===== src/rtl/rv32i_pkg.sv =====
// rv32i_pkg: RV32I opcode/funct encodings, ALU one-hot bit positions and the
// decode-stage pipeline record shared by the decode logic.
package rv32i_pkg;

   localparam logic [6:0] OPC_LOAD   = 7'b0000011;
   localparam logic [6:0] OPC_OP_IMM = 7'b0010011;
   localparam logic [6:0] OPC_AUIPC  = 7'b0010111;
   localparam logic [6:0] OPC_STORE  = 7'b0100011;
   localparam logic [6:0] OPC_OP     = 7'b0110011;
   localparam logic [6:0] OPC_LUI    = 7'b0110111;
   localparam logic [6:0] OPC_BRANCH = 7'b1100011;
   localparam logic [6:0] OPC_JALR   = 7'b1100111;
   localparam logic [6:0] OPC_JAL    = 7'b1101111;

   localparam logic [2:0] F3_ADD  = 3'b000;
   localparam logic [2:0] F3_SLL  = 3'b001;
   localparam logic [2:0] F3_SLT  = 3'b010;
   localparam logic [2:0] F3_SLTU = 3'b011;
   localparam logic [2:0] F3_XOR  = 3'b100;
   localparam logic [2:0] F3_SR   = 3'b101;
   localparam logic [2:0] F3_OR   = 3'b110;
   localparam logic [2:0] F3_AND  = 3'b111;

   localparam logic [6:0] F7_BASE = 7'b0000000;
   localparam logic [6:0] F7_ALT  = 7'b0100000;

   // Bit positions inside the 12-bit one-hot ALU control word
   localparam int unsigned ALU_ADD  = 11;
   localparam int unsigned ALU_PC4  = 10;
   localparam int unsigned ALU_SUB  = 9;
   localparam int unsigned ALU_SLT  = 8;
   localparam int unsigned ALU_SLTU = 7;
   localparam int unsigned ALU_AND  = 6;
   localparam int unsigned ALU_OR   = 5;
   localparam int unsigned ALU_XOR  = 4;
   localparam int unsigned ALU_SLL  = 3;
   localparam int unsigned ALU_SRL  = 2;
   localparam int unsigned ALU_SRA  = 1;
   localparam int unsigned ALU_LUI  = 0;

   typedef enum logic [1:0] {
      OP1_ZERO,
      OP1_RS1,
      OP1_PC
   } op1_sel_t;

   typedef struct packed {
      logic [31:0] pc;
      logic [11:0] alu_ctrl;
      logic [31:0] op1;
      logic [31:0] op2;
      logic [31:0] rs1_val;
      logic [31:0] rs2_val;
      logic [4:0]  rd;
      logic        reg_write;
      logic        mem_read;
      logic        mem_write;
      logic [2:0]  funct3;
      logic        branch;
      logic        jump;
      logic        illegal;
   } dec_t;

   function automatic logic [11:0] alu_onehot(input int unsigned idx);
      return 12'd1 << idx;
   endfunction

endpackage


===== src/rtl/imm_gen.sv =====
// imm_gen: sign-extended I/S/B/U/J immediates from the instruction word.
// The opcode bits carry no immediate information, so only [31:7] is taken.
module imm_gen (
   input  logic [31:7] instr,
   output logic [31:0] imm_i,
   output logic [31:0] imm_s,
   output logic [31:0] imm_b,
   output logic [31:0] imm_u,
   output logic [31:0] imm_j
);

   assign imm_i = {{20{instr[31]}}, instr[31:20]};
   assign imm_s = {{20{instr[31]}}, instr[31:25], instr[11:7]};
   assign imm_b = {{20{instr[31]}}, instr[7], instr[30:25], instr[11:8], 1'b0};
   assign imm_u = {instr[31:12], 12'b0};
   assign imm_j = {{12{instr[31]}}, instr[19:12], instr[20], instr[30:21], 1'b0};

endmodule


===== src/rtl/id_stage.sv =====
// id_stage: RV32I decode stage. Decodes one instruction per cycle into a
// one-hot ALU control word, ALU operands and control enables, held in a
// single valid/ready pipeline register towards execute.
module id_stage
   import rv32i_pkg::*;
(
   input  logic        i_Clk_1,
   input  logic        i_RstN_1,
   input  logic        i_InstrValid_1,
   output logic        o_InstrReady_1,
   input  logic [31:0] i_Instr_32,
   input  logic [31:0] i_PC_32,
   output logic [4:0]  o_RS1Addr_5,
   output logic [4:0]  o_RS2Addr_5,
   input  logic [31:0] i_RS1Data_32,
   input  logic [31:0] i_RS2Data_32,
   input  logic        i_Flush_1,
   output logic        o_DecValid_1,
   input  logic        i_DecReady_1,
   output logic [31:0] o_PC_32,
   output logic [11:0] o_ALUControl_12,
   output logic [31:0] o_ALUOperand1_32,
   output logic [31:0] o_ALUOperand2_32,
   output logic [31:0] o_RS1Value_32,
   output logic [31:0] o_RS2Value_32,
   output logic [4:0]  o_RdAddr_5,
   output logic        o_RegWrite_1,
   output logic        o_MemRead_1,
   output logic        o_MemWrite_1,
   output logic [2:0]  o_Funct3_3,
   output logic        o_Branch_1,
   output logic        o_Jump_1,
   output logic        o_Illegal_1
);

   logic [6:0]  opcode;
   logic [2:0]  funct3;
   logic [6:0]  funct7;
   logic [4:0]  rd;
   logic        f7_base;
   logic        f7_alt;
   logic [31:0] imm_i, imm_s, imm_b, imm_u, imm_j;
   logic [31:0] shamt_reg, shamt_imm;

   op1_sel_t    op1_sel;
   logic [11:0] alu;
   logic [31:0] op2;
   logic        reg_write, mem_read, mem_write, branch, jump, illegal;

   dec_t        dec_d, dec_q;
   logic        dec_valid;
   logic        capture;

   assign opcode      = i_Instr_32[6:0];
   assign rd          = i_Instr_32[11:7];
   assign funct3      = i_Instr_32[14:12];
   assign funct7      = i_Instr_32[31:25];
   assign f7_base     = (funct7 == F7_BASE);
   assign f7_alt      = (funct7 == F7_ALT);
   assign o_RS1Addr_5 = i_Instr_32[19:15];
   assign o_RS2Addr_5 = i_Instr_32[24:20];
   assign shamt_reg   = {27'b0, i_RS2Data_32[4:0]};
   assign shamt_imm   = {27'b0, i_Instr_32[24:20]};

   imm_gen u_imm_gen (
      .instr (i_Instr_32[31:7]),
      .imm_i (imm_i),
      .imm_s (imm_s),
      .imm_b (imm_b),
      .imm_u (imm_u),
      .imm_j (imm_j)
   );

   // Opcode/funct decode into ALU one-hot, operand selection and control enables
   always_comb begin
      alu       = '0;
      op1_sel   = OP1_ZERO;
      op2       = '0;
      reg_write = 1'b0;
      mem_read  = 1'b0;
      mem_write = 1'b0;
      branch    = 1'b0;
      jump      = 1'b0;
      illegal   = 1'b0;
      if (i_Instr_32[1:0] != 2'b11) begin
         illegal = 1'b1;
      end else begin
         case (opcode)
            OPC_OP: begin
               op1_sel   = OP1_RS1;
               op2       = i_RS2Data_32;
               reg_write = 1'b1;
               case (funct3)
                  F3_ADD:  if (f7_base) alu = alu_onehot(ALU_ADD);
                           else if (f7_alt) alu = alu_onehot(ALU_SUB);
                           else illegal = 1'b1;
                  F3_SLL:  begin
                              op2 = shamt_reg;
                              if (f7_base) alu = alu_onehot(ALU_SLL); else illegal = 1'b1;
                           end
                  F3_SLT:  if (f7_base) alu = alu_onehot(ALU_SLT);  else illegal = 1'b1;
                  F3_SLTU: if (f7_base) alu = alu_onehot(ALU_SLTU); else illegal = 1'b1;
                  F3_XOR:  if (f7_base) alu = alu_onehot(ALU_XOR);  else illegal = 1'b1;
                  F3_SR:   begin
                              op2 = shamt_reg;
                              if (f7_base) alu = alu_onehot(ALU_SRL);
                              else if (f7_alt) alu = alu_onehot(ALU_SRA);
                              else illegal = 1'b1;
                           end
                  F3_OR:   if (f7_base) alu = alu_onehot(ALU_OR);   else illegal = 1'b1;
                  default: if (f7_base) alu = alu_onehot(ALU_AND);  else illegal = 1'b1;
               endcase
            end
            OPC_OP_IMM: begin
               op1_sel   = OP1_RS1;
               op2       = imm_i;
               reg_write = 1'b1;
               case (funct3)
                  F3_ADD:  alu = alu_onehot(ALU_ADD);
                  F3_SLL:  begin
                              op2 = shamt_imm;
                              if (f7_base) alu = alu_onehot(ALU_SLL); else illegal = 1'b1;
                           end
                  F3_SLT:  alu = alu_onehot(ALU_SLT);
                  F3_SLTU: alu = alu_onehot(ALU_SLTU);
                  F3_XOR:  alu = alu_onehot(ALU_XOR);
                  F3_SR:   begin
                              op2 = shamt_imm;
                              if (f7_base) alu = alu_onehot(ALU_SRL);
                              else if (f7_alt) alu = alu_onehot(ALU_SRA);
                              else illegal = 1'b1;
                           end
                  F3_OR:   alu = alu_onehot(ALU_OR);
                  default: alu = alu_onehot(ALU_AND);
               endcase
            end
            OPC_LUI: begin
               alu       = alu_onehot(ALU_LUI);
               op2       = imm_u;
               reg_write = 1'b1;
            end
            OPC_AUIPC: begin
               alu       = alu_onehot(ALU_ADD);
               op1_sel   = OP1_PC;
               op2       = imm_u;
               reg_write = 1'b1;
            end
            OPC_JAL: begin
               alu       = alu_onehot(ALU_PC4);
               op1_sel   = OP1_PC;
               op2       = imm_j;
               reg_write = 1'b1;
               jump      = 1'b1;
            end
            OPC_JALR: begin
               alu       = alu_onehot(ALU_PC4);
               op1_sel   = OP1_RS1;
               op2       = imm_i;
               reg_write = 1'b1;
               jump      = 1'b1;
               if (funct3 != F3_ADD) illegal = 1'b1;
            end
            OPC_BRANCH: begin
               op1_sel = OP1_PC;
               op2     = imm_b;
               branch  = 1'b1;
               if (funct3 == 3'b010 || funct3 == 3'b011) illegal = 1'b1;
            end
            OPC_LOAD: begin
               alu       = alu_onehot(ALU_ADD);
               op1_sel   = OP1_RS1;
               op2       = imm_i;
               reg_write = 1'b1;
               mem_read  = 1'b1;
               if (funct3 == 3'b011 || funct3 == 3'b110 || funct3 == 3'b111) illegal = 1'b1;
            end
            OPC_STORE: begin
               alu       = alu_onehot(ALU_ADD);
               op1_sel   = OP1_RS1;
               op2       = imm_s;
               mem_write = 1'b1;
               if (funct3[2] || funct3 == 3'b011) illegal = 1'b1;
            end
            default: illegal = 1'b1;
         endcase
      end
      // Illegal encodings must not leave any side-effect enable asserted
      if (illegal) begin
         alu       = '0;
         reg_write = 1'b0;
         mem_read  = 1'b0;
         mem_write = 1'b0;
         branch    = 1'b0;
         jump      = 1'b0;
      end
      if (rd == 5'd0) reg_write = 1'b0;
   end

   // Operand-1 mux and assembly of the next pipeline-register contents
   always_comb begin
      dec_d = '0;
      case (op1_sel)
         OP1_RS1: dec_d.op1 = i_RS1Data_32;
         OP1_PC:  dec_d.op1 = i_PC_32;
         default: dec_d.op1 = '0;
      endcase
      dec_d.pc        = i_PC_32;
      dec_d.alu_ctrl  = alu;
      dec_d.op2       = op2;
      dec_d.rs1_val   = i_RS1Data_32;
      dec_d.rs2_val   = i_RS2Data_32;
      dec_d.rd        = rd;
      dec_d.reg_write = reg_write;
      dec_d.mem_read  = mem_read;
      dec_d.mem_write = mem_write;
      dec_d.funct3    = funct3;
      dec_d.branch    = branch;
      dec_d.jump      = jump;
      dec_d.illegal   = illegal;
   end

   assign o_InstrReady_1 = ~dec_valid | i_DecReady_1;
   assign capture        = i_InstrValid_1 & o_InstrReady_1;

   // Pipeline register: flush beats capture, capture beats drain, else hold
   always_ff @(posedge i_Clk_1 or negedge i_RstN_1) begin
      if (!i_RstN_1) begin
         dec_valid <= 1'b0;
         dec_q     <= '0;
      end else if (i_Flush_1) begin
         dec_valid <= 1'b0;
      end else if (capture) begin
         dec_valid <= 1'b1;
         dec_q     <= dec_d;
      end else if (i_DecReady_1) begin
         dec_valid <= 1'b0;
      end
   end

   assign o_DecValid_1     = dec_valid;
   assign o_PC_32          = dec_q.pc;
   assign o_ALUControl_12  = dec_q.alu_ctrl;
   assign o_ALUOperand1_32 = dec_q.op1;
   assign o_ALUOperand2_32 = dec_q.op2;
   assign o_RS1Value_32    = dec_q.rs1_val;
   assign o_RS2Value_32    = dec_q.rs2_val;
   assign o_RdAddr_5       = dec_q.rd;
   assign o_RegWrite_1     = dec_q.reg_write;
   assign o_MemRead_1      = dec_q.mem_read;
   assign o_MemWrite_1     = dec_q.mem_write;
   assign o_Funct3_3       = dec_q.funct3;
   assign o_Branch_1       = dec_q.branch;
   assign o_Jump_1         = dec_q.jump;
   assign o_Illegal_1      = dec_q.illegal;

endmodule

===== config.mk =====
export PLATFORM = sky130hd
export DESIGN_NAME = id_stage
export DESIGN_NICKNAME = d
export VERILOG_FILES = /design/src/rtl/rv32i_pkg.sv /design/src/rtl/imm_gen.sv /design/src/rtl/id_stage.sv
export SDC_FILE = /design/constraint.sdc
export NUM_CORES = 1
export LEC_CHECK = 0
export BUFFER_PORTS_ARGS = -buffer_cell sky130_fd_sc_hd__buf_2
export CAP_MARGIN = 10
export CELL_PAD_IN_SITES_DETAIL_PLACEMENT = 2
export CELL_PAD_IN_SITES_GLOBAL_PLACEMENT = 2
export CORE_ASPECT_RATIO = 0.5
export CORE_MARGIN = 2
export CORE_UTILIZATION = 28
export CTS_CLUSTER_DIAMETER = 150
export DETAILED_ROUTE_END_ITERATION = 12
export PLACE_DENSITY = 0.86
export SLEW_MARGIN = 25
export SYNTH_ARGS = -nofsm -noshare
export SYNTH_HDL_FRONTEND = slang
export SYNTH_SLANG_ARGS = --single-unit

===== constraint.sdc =====
create_clock -name i_Clk_1 -period 2.25 [get_ports i_Clk_1]
set_input_delay 0.45 -clock i_Clk_1 [delete_from_list [all_inputs] [get_ports i_Clk_1]]
set_output_delay 0.45 -clock i_Clk_1 [all_outputs]
set_load 0.01 [all_outputs]

==> Word-level counts from Yosys, hierarchy flattened <==
Cells that the tools add are included.
{ "totals": {"wordCells": 111, "register_bits": 187} }
{ "classes": {"n_mux": 52, "eq_ne": 20, "n_bitwise": 4, "reduce_logical": 20} }
{ "ops": {"columns": ["cell", "n"], "rows": [
  ["case mux 32 bit (7 select lines)", 1],
  ["case mux 12 bit (7 select lines)", 2],
  ["two-way mux 32 bit", 3],
  ["case mux 32 bit (2 select lines)", 1],
  ["case mux 12 bit (5 select lines)", 1],
  ["two-way mux 12 bit", 3],
  ["== test 7 x 6 -> 1 bit (second input constant)", 4],
  ["two-way mux 1 bit", 28],
  ["== test 7 bit (second input constant)", 3],
  ["== test 7 x 5 -> 1 bit (second input constant)", 2],
  ["== test 3 bit (second input constant)", 4],
  ["two-way mux 10 bit", 1],
  ["OR reduction 2 bit", 5],
  ["two-way mux 9 bit", 1],
  ["OR reduction 3 bit", 3],
  ["two-way mux 8 bit", 1],
  ["== test 7 x 2 -> 1 bit (second input constant)", 1],
  ["logical NOT 7 bit", 1],
  ["two-way mux 7 bit", 1],
  ["case mux 1 bit (7 select lines)", 1],
  ["OR reduction 7 bit", 1],
  ["== test 3 x 2 -> 1 bit (second input constant)", 2],
  ["two-way mux 6 bit", 1],
  ["nonzero test 3 bit", 2],
  ["other kinds (18)", 23]
]} }

==> Longest topological paths before layout <==
Gate-level depths: netlist (run 1).
{ "logic_depth": {"word_depth": 8, "mapped_depth": 10, "depth_no_buf": 8} }

==> Hierarchy <==
Synthesis (run 1) repeated with hierarchy kept, for this count alone.
{ "unflattened": {"cells_unflattened": 920, "area_unflattened_um2": 10088.4} }
{ "by_module_without_submodules": {"columns": ["mod", "cells_each", "area_each_um2", "instances"], "rows": [
  ["id_stage", 759, 8883.5, 1],
  ["imm_gen", 161, 1204.9, 1]
]} }

==> Worst setup path before layout (run 1) <==
Ideal clock, no wire load.
{ "synth_timing": {"path_type": "input to register", "startpoint": "input port i_Instr_32[4]", "endpoint": "register dec_q, in the netlist o_ALUOperand1_32[22]", "setup_slack_ns": -0.235, "path_stages": 10, "arrival_ns": 2.389, "t_required_ns": 2.154, "n_path_buf": 3, "cell_sequence": "buf_2 -> or3b_1 -> buf_4 -> or2_2 -> o21a_1 -> inv_1 -> ha_1 -> clkbuf_1 -> a22oi_1 -> o31ai_1"} }
{ "synth_between": {"elab_chain_cells": 6, "elab_cells_between_ends": 15} }
{ "synth_rtl": {"columns": ["item", "line_no", "rtl"], "rows": [
  ["from (decl)", "id_stage.sv:11", "input logic [31:0] i_Instr_32,"],
  ["== test 7 x 6 -> 1 bit, or another cell as far along", "id_stage.sv:88", "case (opcode)"],
  ["OR reduction 5 bit (no line) / OR reduction 3 bit (equally long branches)", null, null],
  ["case mux 2 bit (2 select lines) *", "id_stage.sv:88", null],
  ["two-way mux 2 bit *", "id_stage.sv:85", "if (i_Instr_32[1:0] != 2'b11) begin"],
  ["== test 2 bit / == test 2 x 1 -> 1 bit (equally long branches)", "id_stage.sv:202", "case (op1_sel)"],
  ["case mux 32 bit (2 select lines) *", "id_stage.sv:202", null],
  ["to (signal assigned)", "id_stage.sv:229", "dec_q <= '0;"],
  ["to (signal assigned)", "id_stage.sv:234", "dec_q <= dec_d;"],
  ["to (decl)", "id_stage.sv:50", "dec_t dec_d, dec_q;"]
]} }
Mark *: on every way between the ends. The rest lies on a longest branch, timed or not.
A chain may end at the register's enable or synchronous reset.

==> Worst setup path after layout (run 1) <==
{ "layout_timing": {"startpoint": "register dec_valid, in the netlist o_DecValid_1", "endpoint": "register dec_q, in the netlist o_ALUOperand2_32[22]"} }
{ "layout_between": {"elab_chain_cells": 4} }
{ "layout_rtl": {"columns": ["item", "line_no", "rtl"], "rows": [
  ["from (decl)", "id_stage.sv:51", "logic dec_valid;"],
  ["from (signal assigned)", "id_stage.sv:228", "dec_valid <= 1'b0;"],
  ["from (signal assigned)", "id_stage.sv:231", "dec_valid <= 1'b0;"],
  ["from (signal assigned)", "id_stage.sv:233", "dec_valid <= 1'b1;"],
  ["NOT 1 bit", "id_stage.sv:222", "assign o_InstrReady_1 = ~dec_valid | i_DecReady_1;"],
  ["OR 1 bit", "id_stage.sv:222", null],
  ["bitwise AND 1 bit", "id_stage.sv:223", "assign capture = i_InstrValid_1 & o_InstrReady_1;"],
  ["AND reduction 2 bit (no line)", null, null]
]} }
Every way passes these cells.

==> results of run 1 <==
## per-layer routing
metal,track usage (%),share of wire [%],vias up
li1,-,-,3641
met5,0,0,-
met3,4.72,3.4,70
met4,10.1,3.8,0
met1,25.5,39,4148
met2,41.9,54,181
## timing repair
item / 4_1_cts / 5_1_grt
resized for setup: 0 / 0
endpoints found under the hold margin: 44 / 0
hold buffers: 1 / 0
buffers inserted: 0 / 0
## layout by cell type (no fill, tap or decap), drive strengths merged, types with 6 or more instances in the layout
cell	count
nor2	22
diode	6
inv	7
a221o	18
dfrtp	187
o21ai	20
o31ai	32
a22o	25
buf	378
a22oi	51
clkbuf	19
nor3	10
and2	8
nand2	361
## final timing paths
kind	from	to	slack [ps]	cells past startpoint
min in group asynchronous	i_RstN_1	o_ALUControl_12[7]$_DFFE_PN0P_	520	2
worst min register to register	o_RS1Value_32[14]$_DFFE_PN0P_	o_RS1Value_32[14]$_DFFE_PN0P_	470	2
worst max register to register	o_DecValid_1$_DFFE_PN0P_	o_ALUOperand2_32[22]$_DFFE_PN0P_	210	7
max in group asynchronous	i_RstN_1	o_PC_32[2]$_DFFE_PN0P_	1060	3
worst max-delay path	o_DecValid_1$_DFFE_PN0P_	o_ALUOperand2_32[22]$_DFFE_PN0P_	210	7
worst min-delay path	i_Flush_1	o_DecValid_1$_DFFE_PN0P_	190	2
## logic make-up (layout without fill, tap and decap cells)
logic type                 after synthesis  after routing  synth area share [%]
AOI/OAI and AO/OA                      173            173                  16.4
xor gates and xnor gates                 1              1                 0.106
adders and majority gates                2              2                 0.303
buffers and inverters                   79            414                  4.49
DFF                                    187            187                  56.7
other                                    0              6                     0
and+or+nand+nor                        434            434                  22.0
## registers in the layout (all words and copies together) (netlist names), 3 cells and up
signal,cells
o_ALUOperand2_32,32
o_ALUControl_12,12
o_RdAddr_5,5
o_RS2Value_32,32
o_ALUOperand1_32,32
o_RS1Value_32,32
o_Funct3_3,3
o_PC_32,32
## layout make-up
type	instances	area (um^2)	area share (%)
sequential	187	4680	41.6
multi-input combinational	610	3250	28.9
timing repair buffer	380	2180	19.4
tap	391	489	4.35
clock buffer	18	439	3.91
clock inverter	11	170	1.51
inverter	5	18.8	0.167
antenna	6	15.0	0.134
## metrics by stage
stage	instances	util, %
2_1_floorplan	876	-
3_3_place_gp	1572	36.5
3_5_place_dp	1572	36.5
4_1_cts	1602	38.7
5_1_grt	1608	38.7
6_report	1608	38.7
## where the power goes
| group | total [mW] | internal, mW | switching [mW] |
|---|---|---|---|
| Sequential | 3.80 | 3.64 | 0.161 |
| Combinational | 1.36 | 0.493 | 0.862 |
| Clock | 3.24 | 1.88 | 1.37 |
| Total | 8.40 | 6.01 | 2.39 |
==> out/results.ini, run 1 <==
[run_status]
status=completed

[cts]
cts_max_level=4
clk-insertion-delay-late_ps=450
clock_path_buffers=2
root_buffer=clkbuf_16
cts_buffers=17
clkTransAtPathRegs_ps=70
cts_tree=built
numClockSinks=187

[timing]
timing.setup.tns_ps=0
hold_violations=0
clock.fmax_mhz=490
fin_crit_sh_pct=90.7
rsz0062_at_grt=false
max_slew_margin_pct=51.1
setup_ws_ps=210
setup_viol=0
period_needed_ps=2040
hold_slack_ps=189
tightest_slew_ps=726
slew_violations=0
clock_skew_ps=8.84

[routing]
viasPerCell=5.00
wl_per_cell_um=21.6
drt_wl_total_um=34800
drc=0
drt_first_pass_iters=4
drtIter0Drc=396
antenna_left=0
via_count=8040

[power_and_ir_drop]
p_per_area_mw_per_mm2=748
ir_drop_mv=0.531
p_leak_nw=5.93
finalPower_mw=8.40

[logic_synthesis]
synthFlopType=dfrtp_1
synth_edf_count=0
yosysSeqAreaShare_pct=56.7
synth_commonest_cells=nand2_1, dfrtp_1, a22oi_1, clkbuf_1, o31ai_1
synth_top_area_cell=dfrtp_1
synth-async-reset-ratio_pct=100
syn_nets=1011
ys_seq_elements=187
synth.most_common_cell=nand2_1
avgSynthCellArea_um2=9.43
synth.top_cell.area_share_pct=56.7
synth_cell_types=51
synthTopCellsByArea=dfrtp_1, nand2_1, a22oi_1, o31ai_1, a22o_1
yosys_warnings=0
syn_area_mm2=0.00826
syn_inst=876

[worst_setup_path]
start_kind=register
cp.arrival_ps=2420
crit_path_cell_trace=nor2b_1 > inv_1 > nand3b_1 > or3_1 > nor3b_2 > buf_4 > a221o_1
end_kind=register
critPathSlowestCell=or3_1
max_stage_delay_ps=490
critPathKind=reg2reg
cp_top_family=simple AND/OR/NAND/NOR gates
required_ps=2630
critPathMaxFanout=10
cp_num_buf_inv=2

[hold_path]
hp-class=in2reg

[place]
placed_cell_area_mm2=0.0106
place_ws_ps=-145
routabilityCongestion=0.851
dp_hpwl_um=25600
portBuffers=330

[die]
die_h_um=125
rows=44
initial_core_util_pct=28.5
ioPinCount=331
fp.dieW_um=247
die_area_mm2=0.0310
core_area_mm2=0.0290

[global_routing]
gr-usage-all-layers_pct=22.8
overflow=0
grt_pass1_wl_um=54200
antenna_found_initial=6
grt_pass1_vias=9144
grt_max_degree=105

[cells_and_area]
fin_nets=1336
syn_to_final_growth_pct=36.1
drive_gt1_share_pct=35.2
fillers=3266
design_area_mm2=0.0112

[job]
maxCapViolCount=0

No activity file was read; power rests on OpenSTA's default activity.
==> inputs of run 2 (changes only) <==
--- a/config.mk
+++ b/config.mk
@@ -5,15 +5,17 @@
 export SDC_FILE = /design/constraint.sdc
 export NUM_CORES = 1
 export LEC_CHECK = 0
+export ABC_AREA = 1
 export BUFFER_PORTS_ARGS = -buffer_cell sky130_fd_sc_hd__buf_2
 export CAP_MARGIN = 10
 export CELL_PAD_IN_SITES_DETAIL_PLACEMENT = 2
 export CELL_PAD_IN_SITES_GLOBAL_PLACEMENT = 2
 export CORE_ASPECT_RATIO = 0.5
 export CORE_MARGIN = 2
-export CORE_UTILIZATION = 28
+export CORE_UTILIZATION = 27
 export CTS_CLUSTER_DIAMETER = 150
 export DETAILED_ROUTE_END_ITERATION = 12
+export HOLD_SLACK_MARGIN = 0.1
 export PLACE_DENSITY = 0.86
 export SLEW_MARGIN = 25
 export SYNTH_ARGS = -nofsm -noshare
==> run 2 against run 1 <==
- sequential cell count is the same
- synthesized cell count grew 22%
- non-clock buffer count down 20
- highest routed layer is now met5
- critical path type is now in2reg
- critical endpoint is now o_ALUOperand1_32[4]$_DFFE_PN0P_
==> out/results.ini, run 2 <==
[run_status]
status=completed

[worst_setup_path]
cp.arrival_ps=2250  ; -170 ps
start_kind=input port
critPathSlowestCell=or2_2
required_ps=2600  ; -30 ps
end_kind=register
critPathMaxFanout=32  ; +22
critPathKind=in2reg
reg2reg_slack_ps=510  ; +300 ps
max_stage_delay_ps=320  ; -170 ps
crit_path_cell_trace=buf_2 > nand2_2 > inv_2 > nand3_1 > nor3_1 > nor2_1 > ha_1 > or2_2 > buf_12 > o21ai_0

[cts]
clkTransAtPathRegs_ps=70  ; about the same
cts_resized=0  ; unchanged
cts_buffers=17  ; unchanged
post_cts_buffers=0  ; unchanged
cts_max_level=4  ; unchanged
clock_path_buffers=2  ; unchanged
numClockSinks=187  ; unchanged
root_buffer=clkbuf_16
clk-insertion-delay-late_ps=450  ; about the same
cts_tree=built
cts_hold_buf=1  ; unchanged

[logic_synthesis]
syn_nets=1205  ; +19%
ys_seq_elements=187  ; unchanged
synthTopCellsByArea=dfrtp_1, nand2_1, o21ai_0, inv_1, o22ai_1
synth-async-reset-ratio_pct=100  ; unchanged
synth_top_area_cell=dfrtp_1
yosysSeqAreaShare_pct=53.9  ; -2.8 points
synthFlopType=dfrtp_1
synth.top_cell.area_share_pct=53.9  ; -2.8 points
synth.most_common_cell=nand2_1
synth_cell_types=35  ; -31%
avgSynthCellArea_um2=8.12  ; -14%
syn_inst=1070  ; +22%
syn_area_mm2=0.00869  ; +5.2%
yosys_warnings=0  ; unchanged
synth_edf_count=0  ; unchanged
synth_commonest_cells=nand2_1, dfrtp_1, o21ai_0, inv_1, o22ai_1

[power_and_ir_drop]
p_per_area_mw_per_mm2=731  ; -2.2%
ir_drop_mv=0.430  ; -19%
p_leak_nw=6.46  ; +8.9%

[routing]
drt_first_pass_iters=4  ; unchanged
wl_per_cell_um=19.7  ; -8.9%
drt_wl_total_um=36200  ; +4.0%
viasPerCell=4.68  ; -6.4%
drtIter0Drc=414  ; +4.5%
antenna_left=0  ; unchanged
drc=0  ; unchanged
via_count=8592  ; +6.9%

[global_routing]
grt_max_degree=88  ; -16%
gr-usage-all-layers_pct=21.3  ; -1.5 points
grt_pass1_vias=9447  ; +3.3%
grt_pass1_wl_um=54900  ; +1.2%
antenna_found_initial=5  ; -1
overflow=0  ; unchanged

[timing]
max_slew_margin_pct=65.9  ; +15 points
setup_ws_ps=352  ; +143 ps
fin_crit_sh_pct=84.3  ; -6.3 points
hold_violations=0  ; unchanged
setup_viol=0  ; unchanged
tightest_slew_ps=511  ; -216 ps
clock_skew_ps=9.80  ; +0.951 ps
period_needed_ps=1900  ; -143 ps
slew_violations=0  ; unchanged
hold_slack_ps=164  ; -25.6 ps
clock.fmax_mhz=527  ; +7.5%
timing.setup.tns_ps=0  ; unchanged
rsz0062_at_grt=false

[place]
routabilityCongestion=0.826  ; -2.9%
dp.cells=1798  ; +14%
dp_hpwl_um=27600  ; +7.8%
portBuffers=330  ; unchanged
place_ws_ps=-140  ; +4.58 ps

[die]
initial_core_util_pct=27.4  ; -1.0 points
fp.dieW_um=258  ; +4.4%
ioPinCount=331  ; unchanged
die_h_um=131  ; +4.3%
rows=46  ; +4.5%
core_area_mm2=0.0317  ; +9.1%
die_area_mm2=0.0337  ; +8.9%

[cells_and_area]
syn_to_final_growth_pct=33.0
final_common_cell=nand2_1
fin_nets=1521  ; +14%
final_cell_mix=nand2_1, buf_2, dfrtp_1
drive_gt1_share_pct=30.7  ; -4.5 points
fillers=3708  ; +14%
stdcell_count=1835  ; +14%

[job]
maxCapViolCount=0  ; unchanged

[hold_path]
hp-class=in2reg

[run 2: final cells by class]
cell class,count,area [um^2],area share (%)
Sequential cell,187,4680,40.5
Tap cell,432,541,4.68
Clock buffer,22,474,4.10
Antenna cell,4,10.0,0.0866
Timing Repair Buffer,360,2000,17.3
Clock inverter,10,140,1.21
Multi-Input combinational cell,664,3120,27.0
Inverter,156,591,5.11
[run 2: worst max-delay path: cells and delay by family]
family          cells  cell delay, ps
compound gates      1             220
fa+ha+maj           1             310
buf+inv             3             380
simple gates        5             880
[run 2: logic make-up after synthesis]
family,count (synthesis),share of synthesized area (%)
AND/OR/NAND/NOR,449,22.0
buffers and inverters,219,10.4
AO/OA/AOI/OAI,213,13.4
flip-flops,187,53.9
adder cells (fa/ha/maj),2,0.288
[run 2: path summary, 6_finish.rpt]
check,start,depth (start not counted),end
worst max-delay path,i_Instr_32[1],10,o_ALUOperand1_32[4]$_DFFE_PN0P_
worst min-delay path,i_Flush_1,2,o_DecValid_1$_DFFE_PN0P_
worst max register to register,o_DecValid_1$_DFFE_PN0P_,5,o_ALUOperand1_32[4]$_DFFE_PN0P_
worst min register to register,o_ALUOperand2_32[20]$_DFFE_PN0P_,2,o_ALUOperand2_32[20]$_DFFE_PN0P_
max in group asynchronous,i_RstN_1,3,o_PC_32[28]$_DFFE_PN0P_
min in group asynchronous,i_RstN_1,2,o_ALUControl_12[10]$_DFFE_PN0P_
[run 2: per-layer routing]
layer  GRT usage, %  up-vias  routed length [um]
met5              0        -                  13
met3           3.63       77                 826
li1               -     4008                   -
met4           9.79        2                1380
met1           24.0     4363               14500
met2           39.9      142               19500
[run 2: metrics by stage]
stage / util, % / total power [mW] / area (um^2)
final: 36.5 / 8.45 / 11600
after global routing: 36.5 / 8.84 / 11500
after CTS: 36.5 / 8.56 / 11500
after detailed placement: 34.5 / 5.29 / 10900
after global placement: 34.5 / 5.20 / 10900
after floorplan: - / 4.47 / 8690
[run 2: report_power, final]
group          leakage [nW]  total, mW  switching [mW]  internal, mW
combinational          3.72       1.38           0.878         0.497
clock                 0.292       3.24            1.40          1.84
sequential             2.44       3.83           0.173          3.66
